==> src/rtl/q_update_unit_pkg.sv <==
// Shared types and constants for the Q-table update path.
// Optional statistics counters are enabled by defining Q_UPD_STATS_EN.
package q_learn_pkg;

  localparam int Q_W     = 16;
  localparam int FRAC_W  = 8;
  localparam int NUM_ACT = 9;
  localparam int ACT_W   = 4;
  localparam int GAMMA_W = 8;

  typedef enum logic [2:0] {
    ST_IDLE,
    ST_READ,
    ST_WAIT,
    ST_CALC,
    ST_WRITE,
    ST_ERR
  } upd_state_e;

  // Clamp a signed 19-bit intermediate onto the unsigned Q8.8 range.
  function automatic logic [Q_W-1:0] sat_u16(input logic signed [18:0] v);
    if (v < 19'sd0)
      return '0;
    else if (v > 19'sd65535)
      return '1;
    else
      return v[Q_W-1:0];
  endfunction

endpackage

==> src/rtl/q_update_unit_if.sv <==
// Update-request handshake bundle between a requester and q_update_unit.
interface q_upd_if #(parameter int STATE_W = 6);
  import q_learn_pkg::*;

  logic                upd_valid;
  logic                upd_ready;
  logic [STATE_W-1:0]  upd_state;
  logic [ACT_W-1:0]    upd_action;
  logic [Q_W-1:0]      upd_reward;
  logic [Q_W-1:0]      upd_qmax;
  logic [GAMMA_W-1:0]  upd_gamma;
  logic                upd_done;
  logic                upd_err;

  modport master (
    output upd_valid, upd_state, upd_action, upd_reward, upd_qmax, upd_gamma,
    input  upd_ready, upd_done, upd_err
  );

  modport slave (
    input  upd_valid, upd_state, upd_action, upd_reward, upd_qmax, upd_gamma,
    output upd_ready, upd_done, upd_err
  );

endinterface

==> src/rtl/q_update_unit_td_calc.sv <==
// Combinational temporal-difference datapath:
// Q_new = sat(Q_old + ((r + gamma*maxQ' - Q_old) >>> ALPHA_SHIFT)).
module q_td_calc
  import q_learn_pkg::*;
#(
  parameter int ALPHA_SHIFT = 2
) (
  input  logic [Q_W-1:0]     q_old,
  input  logic [Q_W-1:0]     reward,
  input  logic [Q_W-1:0]     qmax,
  input  logic [GAMMA_W-1:0] gamma,
  output logic [Q_W-1:0]     q_new,
  output logic               sat
);

  logic [Q_W+GAMMA_W-1:0] prod;
  logic [Q_W-1:0]         gq;
  logic signed [18:0]     target;
  logic signed [18:0]     delta;
  logic signed [18:0]     step;
  logic signed [18:0]     sum;

  // Discounted next-state value, TD error, scaled step and clipped result.
  always_comb begin
    prod   = (Q_W+GAMMA_W)'(qmax) * (Q_W+GAMMA_W)'(gamma);
    gq     = Q_W'(prod >> FRAC_W);
    target = signed'({{3{reward[Q_W-1]}}, reward}) + signed'({3'b000, gq});
    delta  = target - signed'({3'b000, q_old});
    step   = delta >>> ALPHA_SHIFT;
    sum    = signed'({3'b000, q_old}) + step;
    q_new  = sat_u16(sum);
    sat    = sum[18] | (|sum[17:16]);
  end

endmodule

==> src/rtl/q_update_unit.sv <==
// Q-table writer: one read-modify-write TD update per accepted request.
// Define Q_UPD_STATS_EN to add stat_updates / stat_sats counters.
module q_update_unit
  import q_learn_pkg::*;
#(
  parameter int STATE_W     = 6,
  parameter int ALPHA_SHIFT = 2,
  parameter int ADDR_W      = 10
) (
  input  logic              clk,
  input  logic              rst_n,
  q_upd_if.slave            upd,
  output logic              mem_rd_en,
  output logic [ADDR_W-1:0] mem_rd_addr,
  input  logic [Q_W-1:0]    mem_rd_data,
  output logic              mem_wr_en,
  output logic [ADDR_W-1:0] mem_wr_addr,
  output logic [Q_W-1:0]    mem_wr_data
`ifdef Q_UPD_STATS_EN
  ,
  output logic [15:0]       stat_updates,
  output logic [15:0]       stat_sats
`endif
);

  upd_state_e         state, state_nxt;
  logic [STATE_W-1:0] s_q;
  logic [ACT_W-1:0]   a_q;
  logic [Q_W-1:0]     r_q;
  logic [Q_W-1:0]     qmax_q;
  logic [GAMMA_W-1:0] gamma_q;
  logic [Q_W-1:0]     qold_q;
  logic [Q_W-1:0]     qnew_q;
  logic [Q_W-1:0]     calc_q;
  logic [ADDR_W-1:0]  addr;
  logic               accept;

  assign accept = upd.upd_valid && (state == ST_IDLE);
  assign addr   = ADDR_W'(s_q) * ADDR_W'(NUM_ACT) + ADDR_W'(a_q);

  assign mem_rd_addr = addr;
  assign mem_wr_addr = addr;
  assign mem_wr_data = qnew_q;

`ifdef Q_UPD_STATS_EN
  logic calc_sat;
  logic sat_q;
`endif

  q_td_calc #(.ALPHA_SHIFT(ALPHA_SHIFT)) u_calc (
    .q_old  (qold_q),
    .reward (r_q),
    .qmax   (qmax_q),
    .gamma  (gamma_q),
    .q_new  (calc_q),
`ifdef Q_UPD_STATS_EN
    .sat    (calc_sat)
`else
    .sat    ()
`endif
  );

  // State register.
  always_ff @(posedge clk or negedge rst_n) begin
    if (!rst_n) state <= ST_IDLE;
    else        state <= state_nxt;
  end

  // Request capture, old-Q capture and result register.
  always_ff @(posedge clk or negedge rst_n) begin
    if (!rst_n) begin
      s_q     <= '0;
      a_q     <= '0;
      r_q     <= '0;
      qmax_q  <= '0;
      gamma_q <= '0;
      qold_q  <= '0;
      qnew_q  <= '0;
    end else begin
      if (accept) begin
        s_q     <= upd.upd_state;
        a_q     <= upd.upd_action;
        r_q     <= upd.upd_reward;
        qmax_q  <= upd.upd_qmax;
        gamma_q <= upd.upd_gamma;
      end
      if (state == ST_WAIT) qold_q <= mem_rd_data;
      if (state == ST_CALC) qnew_q <= calc_q;
    end
  end

  // Next state and per-state strobes.
  always_comb begin
    state_nxt    = state;
    upd.upd_ready = 1'b0;
    upd.upd_done  = 1'b0;
    upd.upd_err   = 1'b0;
    mem_rd_en    = 1'b0;
    mem_wr_en    = 1'b0;
    case (state)
      ST_IDLE: begin
        upd.upd_ready = 1'b1;
        if (upd.upd_valid)
          state_nxt = (upd.upd_action > ACT_W'(NUM_ACT - 1)) ? ST_ERR : ST_READ;
      end
      ST_READ: begin
        mem_rd_en = 1'b1;
        state_nxt = ST_WAIT;
      end
      ST_WAIT:  state_nxt = ST_CALC;
      ST_CALC:  state_nxt = ST_WRITE;
      ST_WRITE: begin
        mem_wr_en    = 1'b1;
        upd.upd_done = 1'b1;
        state_nxt    = ST_IDLE;
      end
      ST_ERR: begin
        upd.upd_err = 1'b1;
        state_nxt   = ST_IDLE;
      end
      default: state_nxt = ST_IDLE;
    endcase
  end

`ifdef Q_UPD_STATS_EN
  // Update and saturation counters; counted at write time so aborted updates do not count.
  always_ff @(posedge clk or negedge rst_n) begin
    if (!rst_n) begin
      sat_q        <= 1'b0;
      stat_updates <= '0;
      stat_sats    <= '0;
    end else begin
      if (state == ST_CALC) sat_q <= calc_sat;
      if (state == ST_WRITE) begin
        stat_updates <= stat_updates + 16'd1;
        if (sat_q) stat_sats <= stat_sats + 16'd1;
      end
    end
  end
`endif

endmodule

==> src/flat_wrapper.sv <==
// flat-port wrapper written by rule: the top's interface ports become plain ports
module q_update_unit_flat import q_learn_pkg::*;
#(
  parameter int STATE_W     = 6,
  parameter int ALPHA_SHIFT = 2,
  parameter int ADDR_W      = 10
)
  (clk, rst_n, mem_rd_en, mem_rd_addr, mem_rd_data, mem_wr_en, mem_wr_addr, mem_wr_data, upd_upd_valid, upd_upd_state, upd_upd_action, upd_upd_reward, upd_upd_qmax, upd_upd_gamma, upd_upd_ready, upd_upd_done, upd_upd_err);
  q_upd_if #(.STATE_W(STATE_W)) upd_i ();
  input  logic clk;
  input  logic rst_n;
  output logic mem_rd_en;
  output logic [ADDR_W-1:0] mem_rd_addr;
  input  logic [Q_W-1:0] mem_rd_data;
  output logic mem_wr_en;
  output logic [ADDR_W-1:0] mem_wr_addr;
  output logic [Q_W-1:0] mem_wr_data;
  input wire logic [$bits(upd_i.upd_valid)-1:0] upd_upd_valid;
  input wire logic [$bits(upd_i.upd_state)-1:0] upd_upd_state;
  input wire logic [$bits(upd_i.upd_action)-1:0] upd_upd_action;
  input wire logic [$bits(upd_i.upd_reward)-1:0] upd_upd_reward;
  input wire logic [$bits(upd_i.upd_qmax)-1:0] upd_upd_qmax;
  input wire logic [$bits(upd_i.upd_gamma)-1:0] upd_upd_gamma;
  output wire logic [$bits(upd_i.upd_ready)-1:0] upd_upd_ready;
  output wire logic [$bits(upd_i.upd_done)-1:0] upd_upd_done;
  output wire logic [$bits(upd_i.upd_err)-1:0] upd_upd_err;
  assign upd_i.upd_valid = upd_upd_valid;
  assign upd_i.upd_state = upd_upd_state;
  assign upd_i.upd_action = upd_upd_action;
  assign upd_i.upd_reward = upd_upd_reward;
  assign upd_i.upd_qmax = upd_upd_qmax;
  assign upd_i.upd_gamma = upd_upd_gamma;
  assign upd_upd_ready = upd_i.upd_ready;
  assign upd_upd_done = upd_i.upd_done;
  assign upd_upd_err = upd_i.upd_err;
  q_update_unit #(.STATE_W(STATE_W), .ALPHA_SHIFT(ALPHA_SHIFT), .ADDR_W(ADDR_W)) u_core (.clk(clk), .rst_n(rst_n), .upd(upd_i), .mem_rd_en(mem_rd_en), .mem_rd_addr(mem_rd_addr), .mem_rd_data(mem_rd_data), .mem_wr_en(mem_wr_en), .mem_wr_addr(mem_wr_addr), .mem_wr_data(mem_wr_data));
endmodule
==> config.mk <==
export PLATFORM = sky130hd
export DESIGN_NAME = q_update_unit_flat
export DESIGN_NICKNAME = d
export VERILOG_FILES = /design/src/rtl/q_update_unit_pkg.sv /design/src/rtl/q_update_unit_if.sv /design/src/rtl/q_update_unit_td_calc.sv /design/src/rtl/q_update_unit.sv /design/src/flat_wrapper.sv
export SDC_FILE = /design/constraint.sdc
export NUM_CORES = 1
export LEC_CHECK = 0
export BUFFER_PORTS_ARGS = -buffer_cell sky130_fd_sc_hd__buf_4
export CAP_MARGIN = 20
export CORE_ASPECT_RATIO = 0.75
export CORE_MARGIN = 2
export CORE_UTILIZATION = 50
export CTS_BUF_LIST = sky130_fd_sc_hd__clkbuf_8 sky130_fd_sc_hd__clkbuf_16
export DETAILED_ROUTE_END_ITERATION = 10
export PLACE_DENSITY_LB_ADDON = 0.3
export SYNTH_ARGS = -nofsm -noshare
export SYNTH_HDL_FRONTEND = slang
export SYNTH_HIERARCHICAL = 1
export SYNTH_SLANG_ARGS = --single-unit
==> constraint.sdc <==
create_clock -name clk -period 10.9 [get_ports clk]
set_input_delay 2.18 -clock clk [delete_from_list [all_inputs] [get_ports clk]]
set_output_delay 2.18 -clock clk [all_outputs]
set_load 0.01 [all_outputs]
## After elaboration in Yosys (flattened, before gate mapping)

Cells that the tools add are included.

- Multipliers: 2
- Shifts and indexed selects: 0
- Mux-type cells: 9
- Div/mod/pow operators: 0
- Eq/ne operators: 6
- Reduce and logical (&&, ||, !) cells: 2
- Bitwise operators: 0
- $lt $le $gt $ge: 3
- Add/sub/neg operators: 4

Operators with widths:

| kind | count |
|---|---|
| $mux W16 | 2 |
| $mul A16 B8 Y24 | 1 |
| $sub A18 B17 Y19 | 1 |
| $add A16 B17 Y18 | 1 |
| $add A17 B17 Y18 | 1 |
| $gt A18 B17 Y1 const B | 1 |
| $lt A18 B1 Y1 const B | 1 |
| $pmux W3 S4 | 1 |
| $add A10 B4 Y10 | 1 |
| $mul A6 B4 Y10 const B | 1 |
| $eq A3 B2 Y1 const B | 2 |
| $eq A3 B3 Y1 const B | 2 |
| $mux W3 | 2 |
| $gt A4 B4 Y1 const B | 1 |
| $mux W1 | 4 |
| $eq A3 B1 Y1 const B | 1 |
| $logic_not A3 Y1 | 1 |
| $ne A2 B2 Y1 const B | 1 |
| $logic_and A1 B1 Y1 | 1 |

- Latch bits: 0
- Bits in read-only memories: 0
- Memories: 0
- Output and inout port bits: 41
- Input bits: 69
- RAM bits: 0
- Word-level logic and storage cells: 34
- Register bits after elaboration: 85

## Depth between registers and ports, before layout

Gate-level depths: netlist (run 1).

- Depth in word-level cells: 7
- Mapped depth: 39
- Gate-level depth less buffers: 38

## By module

The synthesis (run 1) kept the hierarchy.

By module, submodules not included:

| module | area each (µm²) | sequential area each (µm²) | instances | cells each |
|---|---|---|---|---|
| q_td_calc | 5803.1 | 0.0 | 1 | 709 |
| q_update_unit | 3829.9 | 2127.0 | 1 | 246 |

## Least setup slack after synthesis (run 1)

OpenSTA, ideal clock, no wires.

- Path kind: register to register
- Start point: reg u_core.gamma_q[7]
- End point: reg u_core.qnew_q[11] (netlist: u_core/mem_wr_data[11])
- Slack: 2.705 ns
- Buffers on the path: 1
- Clock period less this slack: 8.195 ns
- Setup time: 0.125 ns
- Cell stages (with the launch flop): 37
- Data arrival time: 8.070 ns
- Required time: 10.775 ns
- Path through: dfrtp_1 > clkbuf_1 > and2_1 > fa_1 > fa_1 > fa_1 > inv_1 > fa_1 > inv_1 > ha_1 > a21oi_1 > o21ai_0 > a21oi_1 > nor2b_1 > o21ai_0 > nand2b_1 > a21oi_1 > xor2_1 > fa_1 > inv_1 > ha_1 > nand2_1 > a2111oi_0 > o311a_1 > a31oi_1 > nor2b_1 > o21a_1 > nor2_1 > xnor2_1 > ha_1 > o21ai_0 > nand2b_1 > a21boi_2 > a41oi_4 > o41ai_4 > o21a_1 > mux2_2

- Longest elaborated chain between the ends: 7
- Elaborated cells on any way between the ends: 8
- Those cells by class: 3 x add/sub; 1 x mul; 2 x order compare; 2 x mux

Ends and longest elaborated chain:

| element | line | source |
|---|---|---|
| from (decl) | q_update_unit.sv:31 | `logic [GAMMA_W-1:0] gamma_q;` |
| from (signal assigned) | q_update_unit.sv:85 | `gamma_q <= upd.upd_gamma;` |
| $mul A16 B8 Y24 (*) | q_update_unit_td_calc.sv:25 | `prod = (Q_W+GAMMA_W)'(qmax) * (Q_W+GAMMA_W)'(gamma);` |
| $add A16 B17 Y18 (*) | q_update_unit_td_calc.sv:27 | `target = signed'({{3{reward[Q_W-1]}}, reward}) + signed'({3'b000, gq});` |
| $sub A18 B17 Y19 (*) | q_update_unit_td_calc.sv:28 | `delta = target - signed'({3'b000, q_old});` |
| $add A17 B17 Y18 (*) | q_update_unit_td_calc.sv:30 | `sum = signed'({3'b000, q_old}) + step;` |
| $gt A18 B17 Y1 | q_update_unit_pkg.sv:24 | `else if (v > 19'sd65535)` |
| $mux W16 | q_update_unit_pkg.sv:24 |  |
| $mux W16 (*) | q_update_unit_pkg.sv:22 | `if (v < 19'sd0)` |
| net u_core.calc_q[11] | q_update_unit.sv:34 | `logic [Q_W-1:0] calc_q;` |
| to (signal assigned) | q_update_unit.sv:88 | `if (state == ST_CALC) qnew_q <= calc_q;` |
| to (decl) | q_update_unit.sv:33 | `logic [Q_W-1:0] qnew_q;` |

The timed path passes the listed nets; every way through them passes the cells marked *.
A chain may end at the register's enable or synchronous reset.

## Worst setup path after layout (run 1)

- Start point: reg u_core.gamma_q[6]
- End point: reg u_core.qnew_q[3] (netlist: u_core/mem_wr_data[3])

Same word-level chain as after synthesis.

==> results.md, run 1 <==
* Total iterations of the first detailed-routing run at 8
* Post-route met1 wirelength at 9.889 mm
* WS Path Type: reg2reg
* Die outline width at about 160 µm
* Cell type with the highest occurrence count on the critical path: fa_1
* Final critical delay including setup and external delays at roughly 9.3 ns
* Number of nets produced by synthesis at 1211
* Number of standard cells after synthesis at ~950
* Signal arrival time at the worst endpoint at 9.58 ns
* Worst-path cell with the longest stage delay: dfrtp_1
* Met3 routed WL at 834 µm
* Maximum frequency from static timing analysis at 0.1070 GHz
* Area of the die at between 0.02 and 0.025 mm²
* Weighted congestion reported at the end of routability-driven placement at between 0.8 and 0.9
* Count of yosys warnings during synthesis at 6
* Area growth syn-to-layout at 12.90%
* 1st-iter DRT viols at 370
* Detailed placer's ending HPWL at 16.13 mm
* Cell at the root of the clock tree: clkbuf_16
* Wire length after detailed routing at ~20 mm
* Result of the run: completed
* CP max FO at 17
* Count of input and output buffers at about 110
* Top Layer Used: met4
* Sinks on Clock Net at 85
* Slew at the pin closest to its max-slew limit at 0.7831 ns
* Fraction of layout cells with a size suffix above 1 at a little over a fifth
* Final net count at ~1300
* Average instance area after synthesis at 10.10 µm²
* Number of buffers inserted to repair setup after CTS at 0
* Vias in the first global route at 6934
* Non-filler cells in the finished layout at 1293
* Initial Utilization at 51.45%
* Largest incremental delay on the critical path at a little over 0.7 ns
* Routed vias at 6810
* Final antenna diode count at 0
* Clock insertion delay at the later pin of the skew report at 0.35 ns
* CTS tree: built
* Setup TNS after final layout at 0 ns
* Hold Crit Class: reg2reg
* Cts hold-fix bufs at 0
* Number of ports placed on the die boundary at 110
* Setup repair after global routing missed its margin: no
* Hold Violations, Final at 0
* H-tree levels at 3
* Per-cell via count in the routed design at 5.267
* CTS clk-pin slew, worst paths at ~0.07 ns
* Max Transition Viols Final at 0
* Maximum buffer depth of the clock tree at 2
* Count of standard-cell rows at 43
* Total setup violations reported at the end of the flow at 0
* # DRC at 0
* Met2 routed WL at 9.117 mm
* Required time of the critical path at between 10 and 15 ns
* First-pass GRT wire length at 34.38 mm
* Residual antenna-violating net count after detailed routing at 0
* Core occupancy in the finished layout at 58.09%
* Crit end category: register
* Total global routing track utilization at 21.46%
* Routed wirelength normalized by instance count at around 16 µm
* Die Span Y at 124.0 µm
* Launching element type of the critical path: register
* Total placed cells including tap cells at 1276
* Post-route clock period utilization at 85.71%
* Initial antenna violation count at 0
* Worst-case headroom to the max-slew limit at 47.79%
* Total of max-cap violations at 0
* Total gr overflow at 0
* Post-Synthesis Cell Area at ~0.0096 mm²
* Worst clock skew at a little over 0.008 ns
* Pin count of the biggest net entering global routing at 62
* Post-CTS resize count at 0
* Number of buffers created by CTS at 9
* Core region area at 0.01867 mm²
registers in the layout, indices dropped and copies added (netlist names):
signal and count:
u_core/mem_wr_data 16, u_core/qmax_q 16, u_core/qold_q 16, u_core/r_q 16
u_core/gamma_q 8, u_core/s_q 6, u_core/a_q 4, u_core/state 3
cell type report:
| type | instances | area (µm²) |
|---|---|---|
| fillers | 1637 | 7825 |
| clock buffers | 12 | 266.5 |
| clock inverters | 4 | 46.29 |
| flip-flops and latches | 85 | 2127 |
| well taps | 247 | 309.0 |
| inverters | 156 | 590.6 |
| multi-input cells | 677 | 6656 |
| repair buffers | 112 | 848.3 |
metal layers:
layer | up-vias | track usage [%]
met4 | 0 | 4.770
met1 | 3359 | 31.11
met5 | - | 0
li1 | 3264 | -
met3 | 22 | 3.363
met2 | 165 | 34.11
cell usage in the layout, fill, tap and decap left out, types with 2 or more instances in the layout:
cell type / n
nand4_1: 2
fa_1: 100
inv_1: 156
a211oi_1: 11
xnor2_1: 26
o31a_1: 2
xor2_1: 19
mux2_2: 62
nor2b_1: 4
o21a_1: 18
or3_1: 2
a21oi_2: 3
nand4b_1: 2
dfrtp_1: 85
nor3b_1: 2
ha_1: 91
o21ai_1: 2
a31oi_1: 4
nor3_1: 11
nand2_1: 64
or2_2: 2
and2_1: 84
clkbuf_8: 3
o21bai_1: 2
and3_1: 2
mux2_4: 20
o21ai_0: 19
clkbuf_16: 9
nand2b_1: 7
buf_4: 111
nor2_1: 30
a21o_1: 12
a21oi_1: 37
nand3_1: 11
worst paths after layout:
check | start | to | slack [ns] | cells past startpoint
max | u_core/gamma_q[6] | u_core/mem_wr_data[3] | 1.56 | 35
min in group asynchronous | rst_n | u_core/qmax_q[11] | 1.74 | 1
min reg2reg | u_core/r_q[15] | u_core/r_q[15] | 0.51 | 1
min | u_core/r_q[15] | u_core/r_q[15] | 0.51 | 1
max reg2reg | u_core/gamma_q[6] | u_core/mem_wr_data[3] | 1.56 | 35
max in group asynchronous | rst_n | u_core/r_q[3] | 8.04 | 2
worst max-delay path: cells and delay by family, from the launching register on:
family	cells	cell delay, ns
simple gates	7	0.89
xor+xnor	2	0.23
mux	1	0.25
flops	1	0.72
fa+ha+maj	8	3.53
buf+inv	3	0.13
compound gates	14	3.47
stage by stage:
step,instance area (µm²),hold WS (ns),worst slack [ns]
global placement,10520,0.4918,1.882
floorplan,9605,0.4799,2.739
finish,10840,0.5084,1.558
global route,10840,0.5293,0.8774
detailed placement,10520,0.4998,1.671
CTS,10830,0.5138,1.614
Power of run 1 is not shown: default switching activity piles up to over one toggle a cycle in this logic, so the estimate is an artifact.
==> run 2, diff against run 1 <==
--- a/config.mk
+++ b/config.mk
@@ -12,6 +12,8 @@
 export CORE_UTILIZATION = 50
 export CTS_BUF_LIST = sky130_fd_sc_hd__clkbuf_8 sky130_fd_sc_hd__clkbuf_16
 export DETAILED_ROUTE_END_ITERATION = 10
+export GPL_ROUTABILITY_DRIVEN = 0
+export MAX_ROUTING_LAYER = met4
 export PLACE_DENSITY_LB_ADDON = 0.3
 export SYNTH_ARGS = -nofsm -noshare
 export SYNTH_HDL_FRONTEND = slang
==> results.md, run 2 (synthesis results as in run 1) <==
* Slew at the pin closest to its max-slew limit at 0.7831 ns (-0.00003731 ns)
* First-pass GRT wire length at 34.34 mm (about the same)
* Die outline width at 164.0 µm (unchanged)
* Required time of the critical path at 11.13 ns (about the same)
* Largest incremental delay on the critical path at 0.72 ns (about the same)
* Post-route clock period utilization at 85.74% (about the same)
* Maximum frequency from static timing analysis at 0.1070 GHz (about the same)
* Residual antenna-violating net count after detailed routing at 0 (unchanged)
* Vias in the first global route at 6940 (+0.087%)
* Clock insertion delay at the later pin of the skew report at 0.35 ns (about the same)
* Total of max-cap violations at 0 (unchanged)
* CTS tree: built
* Number of ports placed on the die boundary at 110 (unchanged)
* Register area at 0.002127 mm² (unchanged)
* Total area of multi-input combinational cells at 0.006656 mm² (unchanged)
* Wire length after detailed routing at 20.08 mm (about the same)
* Result of the run: completed
* Die Span Y at 124.0 µm (unchanged)
* Fillers at 1637 (unchanged)
* Pre-CTS worst setup slack at 1.671 ns (unchanged)
* Worst-case headroom to the max-slew limit at 47.80% (about the same)
* Final critical delay including setup and external delays at 9.345 ns (+0.002980 ns)
* Routing layer with the top usage in global route: met2
* # DRC at 0 (unchanged)
* CTS clk-pin slew, worst paths at 0.07 ns (about the same)
* Per-cell via count in the routed design at 5.280 (+0.25%)
* Pin count of the biggest net entering global routing at 62 (unchanged)
* Worst-path cell with the longest stage delay: dfrtp_1
* Routed vias at 6827 (+0.25%)
* Area growth syn-to-layout at 12.90% (unchanged)
* Total global routing track utilization at 22.09% (+0.63 points)
* Total iterations of the first detailed-routing run at 5 (-3)
* Cell type with the highest occurrence count on the critical path: fa_1
* H-tree levels at 3 (unchanged)
* Signal arrival time at the worst endpoint at 9.58 ns (about the same)
* Final net count at 1301 (unchanged)
* GRT met2 Usage at 34.14% (about the same)
* CP max FO at 17 (unchanged)
* Launching element type of the critical path: register
* Initial Utilization at 51.45% (unchanged)
* Number of buffers inserted to repair setup after CTS at 0 (unchanged)
* Most used cells in the layout excluding fill and tap cells: 156 x inv_1, 111 x buf_4, 100 x fa_1, 91 x ha_1, 85 x dfrtp_1
* Hold Crit Class: reg2reg
* Number of buffers created by CTS at 9 (unchanged)
* Worst clock skew at 0.007822 ns (-0.0003544 ns)
* Cts hold-fix bufs at 0 (unchanged)
* Post-CTS resize count at 0 (unchanged)
* Core region area at 0.01867 mm² (unchanged)
* Detailed placer's ending HPWL at 16.13 mm (unchanged)
* Total gr overflow at 0 (unchanged)
* Setup slack of the worst register-to-register path at 1.55 ns (about the same)
* Max Transition Viols Final at 0 (unchanged)
* WS Path Type: reg2reg
* GR met1 Demand/Resource at 31.09% (about the same)
* Crit end category: register
* Count of standard-cell rows at 43 (unchanged)
* Final Cell Area at 0.01084 mm² (unchanged)
* Area after detailed placement at 0.01052 mm² (unchanged)
* Cell at the root of the clock tree: clkbuf_16
* Worst slack on hold paths at 0.5084 ns (-0.000001000 ns)
* Met3 track demand over resource at 3.330% (-0.033 points)
* Initial antenna violation count at 0 (unchanged)
* Maximum buffer depth of the clock tree at 2 (unchanged)
* Setup repair after global routing missed its margin: no
* Area of the die at 0.02035 mm² (unchanged)
* Final setup slack of the worst path at 1.555 ns (-0.002980 ns)
* Fraction of layout cells with a size suffix above 1 at 21.70% (unchanged)
* 1st-iter DRT viols at 327 (-12%)
* Total setup violations reported at the end of the flow at 0 (unchanged)
* Count of input and output buffers at 109 (unchanged)
* Commonest non-fill, non-tap cell in the layout: inv_1
* Routed wirelength normalized by instance count at 15.53 µm (about the same)
* Sinks on Clock Net at 85 (unchanged)
* Final antenna diode count at 0 (unchanged)
* Setup TNS after final layout at 0 ns (unchanged)
* Hold Violations, Final at 0 (unchanged)
[run 2: cell type report]
cell class	instances	share of cell area, %
inverters	156	5.446
clock inverters	4	0.4269
repair buffers	112	7.823
well taps	247	2.850
flip-flops and latches	85	19.61
multi-input cells	677	61.38
clock buffers	12	2.458
[run 2: routing by layer]
| metal | up-vias | share of wire (%) |
|---|---|---|
| li1 | 3264 | - |
| met1 | 3352 | 49 |
| met2 | 183 | 45 |
| met3 | 28 | 4.5 |
| met4 | 0 | 1.2 |
| met5 | - | 0 |
[run 2: stage by stage]
stage / std cells / util [%]
global route: 1293 / 58.09
floorplan: 951 / -
detailed placement: 1276 / 56.33
finish: 1293 / 58.09
CTS: 1292 / 58.01
global placement: 1276 / 56.33
[run 2: critical path: cells and delay by family (launching register included)]
family | cells | cell delay, ns
fa+ha+maj | 8 | 3.53
buf+inv | 3 | 0.13
compound gates | 14 | 3.47
flops | 1 | 0.72
mux | 1 | 0.25
xor+xnor | 2 | 0.23
simple gates | 7 | 0.89
[run 2: worst paths after layout]
path | start | endpoint | cells past startpoint
setup / recovery | u_core/gamma_q[6] | u_core/mem_wr_data[3] | 35
hold / removal | u_core/r_q[15] | u_core/r_q[15] | 1
setup reg to reg | u_core/gamma_q[6] | u_core/mem_wr_data[3] | 35
hold reg to reg | u_core/r_q[15] | u_core/r_q[15] | 1
max in group asynchronous | rst_n | u_core/r_q[3] | 2
min in group asynchronous | rst_n | u_core/qmax_q[11] | 1
Power of run 2 is left out for the same reason.
